==> src/rtl/rr_arbiter_lock.sv <==
// N-way round-robin arbiter: priority rotates past each winner, and a granted
// requester may lock its grant for up to MAX_HOLD consecutive cycles.
module rr_arbiter_lock #(
  parameter  int N        = 8,
  parameter  int MAX_HOLD = 4,
  localparam int IW       = $clog2(N)
) (
  input  logic          CLK,
  input  logic          rst,
  input  logic          en,
  input  logic [N-1:0]  req,
  input  logic [N-1:0]  lock,
  output logic [N-1:0]  gnt,
  output logic          gnt_vld,
  output logic [IW-1:0] gnt_idx,
  output logic [IW-1:0] ptr
);

  localparam int HW = (MAX_HOLD > 1) ? $clog2(MAX_HOLD) : 1;

  logic [N-1:0]  gnt_q, gnt_d;
  logic          gnt_vld_q, gnt_vld_d;
  logic [IW-1:0] gnt_idx_q, gnt_idx_d;
  logic [IW-1:0] ptr_q, ptr_d;
  logic [HW-1:0] hold_cnt_q, hold_cnt_d;

  logic [IW-1:0] cand_idx [N];
  logic          win_found;
  logic [IW-1:0] win_idx;
  logic          hold_ok;

  // cand_idx[k] is the requester with k-th highest priority: (ptr + k) mod N
  for (genvar gi = 0; gi < N; gi++) begin : g_cand
    logic [IW:0] sum;
    assign sum          = {1'b0, ptr_q} + (IW+1)'(gi);
    assign cand_idx[gi] = (sum >= (IW+1)'(N)) ? IW'(sum - (IW+1)'(N)) : IW'(sum);
  end

  always_comb begin
    win_found = 1'b0;
    win_idx   = '0;
    for (int k = 0; k < N; k++) begin
      if (!win_found && req[cand_idx[k]]) begin
        win_found = 1'b1;
        win_idx   = cand_idx[k];
      end
    end
  end

  assign hold_ok = (|(gnt_q & req & lock)) && (int'(hold_cnt_q) < MAX_HOLD - 1);

  always_comb begin
    gnt_d      = gnt_q;
    gnt_idx_d  = gnt_idx_q;
    ptr_d      = ptr_q;
    hold_cnt_d = hold_cnt_q;
    if (!en) begin
      gnt_d      = '0;
      gnt_idx_d  = '0;
      hold_cnt_d = '0;
    end else if (hold_ok) begin
      hold_cnt_d = hold_cnt_q + HW'(1);
    end else if (win_found) begin
      gnt_d      = N'(1) << win_idx;
      gnt_idx_d  = win_idx;
      ptr_d      = (win_idx == IW'(N - 1)) ? '0 : win_idx + IW'(1);
      hold_cnt_d = '0;
    end else begin
      gnt_d      = '0;
      gnt_idx_d  = '0;
      hold_cnt_d = '0;
    end
    gnt_vld_d = |gnt_d;
  end

  always_ff @(posedge CLK) begin
    if (!rst) begin
      gnt_q      <= '0;
      gnt_vld_q  <= 1'b0;
      gnt_idx_q  <= '0;
      ptr_q      <= '0;
      hold_cnt_q <= '0;
    end else begin
      gnt_q      <= gnt_d;
      gnt_vld_q  <= gnt_vld_d;
      gnt_idx_q  <= gnt_idx_d;
      ptr_q      <= ptr_d;
      hold_cnt_q <= hold_cnt_d;
    end
  end

  assign gnt     = gnt_q;
  assign gnt_vld = gnt_vld_q;
  assign gnt_idx = gnt_idx_q;
  assign ptr     = ptr_q;

endmodule
==> config.mk <==
export PLATFORM = sky130hd
export DESIGN_NAME = rr_arbiter_lock
export DESIGN_NICKNAME = d
export VERILOG_FILES = /design/src/rtl/rr_arbiter_lock.sv
export SDC_FILE = /design/constraint.sdc
export NUM_CORES = 1
export LEC_CHECK = 0
export CORE_MARGIN = 1.5
export CORE_UTILIZATION = 52
export DETAILED_ROUTE_END_ITERATION = 8
export GPL_ROUTABILITY_DRIVEN = 0
export HOLD_SLACK_MARGIN = 0.12
export PLACE_DENSITY = 0.92
export SLEW_MARGIN = 20
export SYNTH_ARGS = -nofsm -noshare
export SYNTH_HDL_FRONTEND = slang
export SYNTH_SLANG_ARGS = --single-unit
==> constraint.sdc <==
create_clock -name CLK -period 4.75 [get_ports CLK]
set_input_delay 1.1875 -clock CLK [delete_from_list [all_inputs] [get_ports CLK]]
set_output_delay 1.1875 -clock CLK [all_outputs]
set_load 0.1 [all_outputs]
**Word-level counts from Yosys, hierarchy flattened**

Index checks and enable logic that the tools add are counted.

- Bits in latches: 0
- Bits in read-only memories: 0
- Bits of input ports: 19
- RAM bits: 0
- Flip-flop bits (word level): 17
- Memories kept: 0
- Output and inout port bits: 15

- Mux-type cells: 45
- Bitwise gates (word level): 3
- Shift-type cells: 1
- Reductions and logical operators: 20
- Eq/ne operators: 1
- Magnitude comparators: 17
- $add $sub $neg: 17
- Div/mod/pow operators: 0
- $mul: 0

Operator list:

| operator | number |
|---|---|
| 3-bit two-way mux | 18 |
| 3-bit by 4-bit < comparator with 1-bit output (second input constant) | 8 |
| 4-bit >= comparator (second input constant) | 7 |
| 1-bit binary-select mux with 3-bit select | 8 |
| 8-bit two-way mux | 3 |
| 3-bit by 1-bit subtractor with 3-bit output (second input constant) | 8 |
| 3-bit by 3-bit adder with 4-bit output (second input constant) | 4 |
| 8-bit bitwise AND | 2 |
| 1-bit two-way mux | 16 |
| 8-bit OR reduction | 2 |
| 3-bit by 2-bit adder with 4-bit output (second input constant) | 2 |
| 1-bit logical AND | 8 |
| 1-bit by 3-bit left shift with 8-bit output (first input constant) | 1 |
| 1-bit zero test | 7 |
| 3-bit AND reduction | 2 |
| 3-bit by 1-bit adder with 4-bit output (second input constant) | 1 |
| 3-bit by 4-bit >= comparator with 1-bit output (second input constant) | 1 |
| 3-bit by 1-bit adder with 3-bit output (second input constant) | 1 |
| 3-bit == test (second input constant) | 1 |
| 2-bit by 1-bit adder with 2-bit output (second input constant) | 1 |
| 2-bit < comparator (second input constant) | 1 |
| 2-bit AND reduction | 1 |
| 1-bit inverter | 1 |

**Depth between registers and ports, before layout**

- Depth after elaboration: 31
- Depth in mapped cells: 17
- Gate-level depth less buffers: 14

**Worst setup path after synthesis**

OpenSTA, ideal clock, no wires.

- Path kind: flip-flop to flip-flop
- Start point: reg ptr_q[1], in the netlist ptr[1]
- End point: reg gnt_vld_q, in the netlist gnt_vld
- Required time: 4.614 ns
- Library setup time: 0.136 ns
- Cell stages (with the launch flop): 18
- Slack: 0.308 ns
- Path buffers: 3
- Arrival: 4.306 ns
- Clock period less this slack: 4.442 ns
- Cells stage by stage: dfxtp_1 -> buf_2 -> inv_1 -> ha_1 -> buf_2 -> buf_2 -> mux4_2 -> mux2_2 -> a21oi_1 -> o21ai_0 -> a221oi_1 -> a31o_2 -> inv_1 -> ha_1 -> ha_1 -> nor3_1 -> o31a_1 -> o211ai_2

- Cells in the longest elaborated chain, start to end: 31
- Elaborated cells between the ends (all ways): 82
- Those cells by class: add/sub: 15; order compare: 8; shift: 1; mux: 43; reduce/logical: 15

RTL lines:

| item | RTL line | RTL |
|---|---|---|
| from (decl) | 24 | `logic [IW-1:0] ptr_q, ptr_d;` |
| from (signal assigned) | 87 | `ptr_q <= ptr_d;` |
| parallel branches: the longest is 27 deep, another holds 3-bit by 1-bit adder with 4-bit output | -- |  |
| 8-bit two-way mux * | 63 | `end else if (win_found) begin` |
| 8-bit two-way mux * | 61 | `end else if (hold_ok) begin` |
| 8-bit two-way mux * | 57 | `if (!en) begin` |
| 8-bit OR reduction * | 73 | `gnt_vld_d = \|gnt_d;` |
| to (signal assigned) | 85 | `gnt_vld_q <= gnt_vld_d;` |
| to (decl) | 22 | `logic gnt_vld_q, gnt_vld_d;` |

Mark *: on every way between the ends. The select of a mux whose other input is x is not followed.
A chain may end at the register's enable or synchronous reset.

**Worst setup path after layout**

- Start point: in req[2]
- End point: reg gnt_vld_q, in the netlist gnt_vld

- Cells in the longest elaborated chain, start to end: 29
- Elaborated cells between the ends (all ways): 55
- Those cells by class: shift: 1; mux: 35; bitwise: 2; reduce/logical: 17

RTL lines:

| item | RTL line | RTL |
|---|---|---|
| from (decl) | 11 | `input logic [N-1:0] req,` |
| 1-bit binary-select mux with 3-bit select | 43 | `if (!win_found && req[cand_idx[k]]) begin` |
| 1-bit two-way mux (not written as such) | 43 |  |
| 1-bit two-way mux | 43 |  |
| 1-bit zero test | 43 |  |
| 1-bit logical AND | 43 |  |
| 1-bit two-way mux | 43 |  |
| 1-bit zero test | 43 |  |
| 1-bit logical AND | 43 |  |
| [13 not listed] | -- |  |
| 1-bit zero test | 43 |  |
| 1-bit logical AND | 43 |  |
| 3-bit two-way mux | 43 |  |
| 1-bit by 3-bit left shift with 8-bit output | 64 | `gnt_d = N'(1) << win_idx;` |
| 8-bit two-way mux | 63 |  |
| 8-bit two-way mux * | 61 |  |
| 8-bit two-way mux * | 57 |  |
| 8-bit OR reduction * | 73 |  |

Every way passes the cells marked *; elsewhere a longest branch is shown, timed or not. The select of a mux whose other input is x is not followed.

==> out/results.tsv <==
stage	metric	value	unit
synth	synth_top_family_by_area	multiplexers	
synth	synth_xor_area_frac	0.01984	
worst_setup_path	crit_fanout	7	
placed_design	placed_area	2083	um2
worst_setup_path	max_stage_delay	600	ps
worst_setup_path	worstPathArrival	4520	ps
synth	syn_avg_cell_area	9.675	um2
run_status	status	completed	
clock_tree	clk_pin_slew	90	ps
timing	skew	3.723	ps
clock_tree	clock_path_buffers	2	
placed_design	buffer_ports.inserted	33	
floorplan	initial_core_util	0.5533	
synth	syn_area	1703	um2
synth	synth_seq_cells	17	
global_routing	grt_pass1_vias	1563	
global_routing	grt_pass1_wl	7755	um
worst_setup_path	crit_path_top_delay_cell	mux4_1	
timing	slew_headroom	0.3458	
power	total_power	1.598	mW
synth	synth_edf_count	0	
cells_and_area	layout_commonest_cell	clkdlybuf4s50_1	
cells_and_area	fillers	228	
clock_tree	post_cts_buffers	0	
cells_and_area	layout-drive-gt1-share	0.1810	
routing	drt-initial-drc-count	102	
worst_setup_path	cp.required	4980	ps
cells_and_area	area_growth	23.95	%
cells_and_area	antenna_cells	0	
global_routing	grt_overflow	0	
worst_setup_path	crit_path_start	req[2]	
global_routing	grt_start_max_net_pins	16	
clock_tree	cts_root_buf	clkbuf_4	
floorplan	die_w	60.23	um
global_routing	antenna_found_initial	0	
worst_setup_path	reg2reg_slack	960	ps
worst_hold_path	hold_class	register to register	
floorplan	die_y	60.23	um
synth	synthMuxAreaShare	0.2814	
cells_and_area	final_cell_area	2111	um2
global_routing	track_usage	0.2849	
timing	report.final.setup_viol	0	
timing	period_share	0.9020	
clock_tree	hold_buffers	0	
power	ir_worst_vdd	0.4393	mV
routing	vias	1582	
synth	ys_seq_area_frac	0.1999	
clock_tree	insertion_delay	300	ps
routing	remaining_drc_errors	0	
timing	rsz0062_at_grt	no	
clock_tree	cts_inserted_buffers	3	
clock_tree	cts_tree	done	
synth	ys_warn_count	0	
placed_design	hpwlAfterDp	3684	um
worst_setup_path	cp-end-kind	register	
worst_setup_path	timing.rr.start	ptr[1]$_SDFFE_PN0P_	
timing	min_period	4285	ps
routing	vias_per_cell	6.228	
synth	synthCells	176	
flow_run	maxCapViolCount	0	
synth	yosysTopAreaCellShare	0.1999	
clock_tree	htreeDepth	1	
clock_tree	cts-resized-gates	0	
power	power_per_cell_area	757.1	nW/um2
timing	fmax	233.4	MHz
routing	ant_nets	0	
worst_setup_path	path_cells	clkdlybuf4s50_1, mux4_1, buf_4, mux2i_1, nand2_1, o221ai_1, o21ai_0, a31o_2, inv_1, ha_1, nand2_1, a311o_1, a31o_1, o211ai_2	
routing	drt-total-wl	4672	um
timing	fin_setup_tns	0	ps
synth	synth_simple_gate_area_frac	0.1793	
floorplan	ios	34	
timing	worst_pin_slew	978.2	ps
synth	async_flop_share	0	
routing	wl_per_cell	18.39	um
synth	yosysTopAreaCell	dfxtp_1	
floorplan	core_area	3078	um2
synth	synthAdderAreaFrac	0.05878	
worst_setup_path	critPathLaunchType	primary input	
worst_setup_path	crit_type	primary input to register	
synth	synth_cell_types	58	
routing	drtPass1Iterations	4	
clock_tree	numClockSinks	17	
floorplan	dieArea	3627	um2
cells_and_area	final_cell_mix	clkdlybuf4s50_1, dfxtp_1, mux2i_1, nor2_1, inv_1	
worst_hold_path	worstHoldStart	hold_cnt_q[0]$_SDFF_PN0_	
synth	synth_compound_area_frac	0.2116	
synth	synth_ff_type	dfxtp_1	
timing	hold_viol	0	
floorplan	num_rows	20	
timing	hold_ws	435.0	ps
synth	synth.net_count	203	
synth	synth_area_leaders	dfxtp_1, mux2i_1, mux4_2	
power	p_leak	0.8212	nW
cells_and_area	fin_nets	238	
worst_setup_path	crit_top_cell	nand2_1	
timing	maxSlewViolCount	0	
[cell families after synthesis]
kind of cell    after synthesis
mux                          33
simple gates                 49
flops                        17
xor+xnor                      3
fa+ha+maj                     8
compound gates               47
buf+inv                      19
[where the power goes]
group	leakage, nW	switching, mW	total [mW]	internal, mW
registers	0.138	0.0436	0.221	0.178
logic	0.665	0.810	1.30	0.488
clock network	0.0177	0.0466	0.0780	0.0314
total	0.821	0.900	1.60	0.698
[layer usage]
| layer | vias up | share of wire | GRT usage |
|---|---|---|---|
| met1 | 741 | 0.43 | 0.3973 |
| met4 | 0 | 0.025 | 0.09206 |
| met3 | 13 | 0.068 | 0.01948 |
| met2 | 73 | 0.48 | 0.4674 |
| li1 | 755 | - | - |
| met5 | - | 0 | 0 |
[registers in the layout, indices dropped and copies added, names as in the netlist]
register    cells
gnt             8
gnt_idx         3
ptr             3
hold_cnt_q      2
gnt_vld         1
[per-stage QoR]
stage	worst slack, ps	cells	util
after floorplan	308.1	176	-
after global placement	250.2	250	0.6768
after detailed placement	200.8	250	0.6768
after CTS	527.3	254	0.6858
after global routing	237.5	254	0.6858
final	465.3	254	0.6858
[worst max-delay path: cells and delay by family]
kind,cells,cell delay [ps]
AO/OA/AOI/OAI,6,1240
multiplexers,2,900
buffers and inverters,3,800
adder cells (fa/ha/maj),1,220
AND/OR/NAND/NOR,2,160
[synth_stat cells (2+ instances only)]
| cell type | number |
|---|---|
| a211oi_1 | 4 |
| a21o_1 | 2 |
| a21oi_1 | 7 |
| a22oi_1 | 2 |
| a31oi_1 | 5 |
| a32o_1 | 5 |
| and3_1 | 4 |
| buf_2 | 4 |
| clkbuf_1 | 2 |
| dfxtp_1 | 17 |
| ha_1 | 8 |
| inv_1 | 10 |
| mux2_2 | 6 |
| mux2i_1 | 16 |
| mux4_1 | 3 |
| mux4_2 | 7 |
| nand2_1 | 7 |
| nand2_2 | 2 |
| nand3_1 | 4 |
| nor2_1 | 13 |
| nor3_1 | 4 |
| nor4_4 | 2 |
| o21ai_0 | 5 |
| or2_1 | 2 |
| xor2_1 | 2 |
[final cells by class]
cell class                      instances  area, um2  share of cell area
Timing Repair Buffer                   38      367.9              0.1743
Inverter                               11      41.29             0.01956
Multi-Input combinational cell        140       1279              0.6058
Clock inverter                          1      5.005            0.002371
Clock buffer                            3      22.52             0.01067
Sequential cell                        17      340.3              0.1612
Tap cell                               44      55.05             0.02608
[path summary, 6_finish.rpt]
check        depth (start not counted)                  endpoint
max reg2reg                         14        gnt_vld$_SDFF_PN0_
min                                  1  hold_cnt_q[0]$_SDFF_PN0_
min reg2reg                          1  hold_cnt_q[0]$_SDFF_PN0_
max                                 14        gnt_vld$_SDFF_PN0_
No activity file was read; power rests on OpenSTA's default activity.
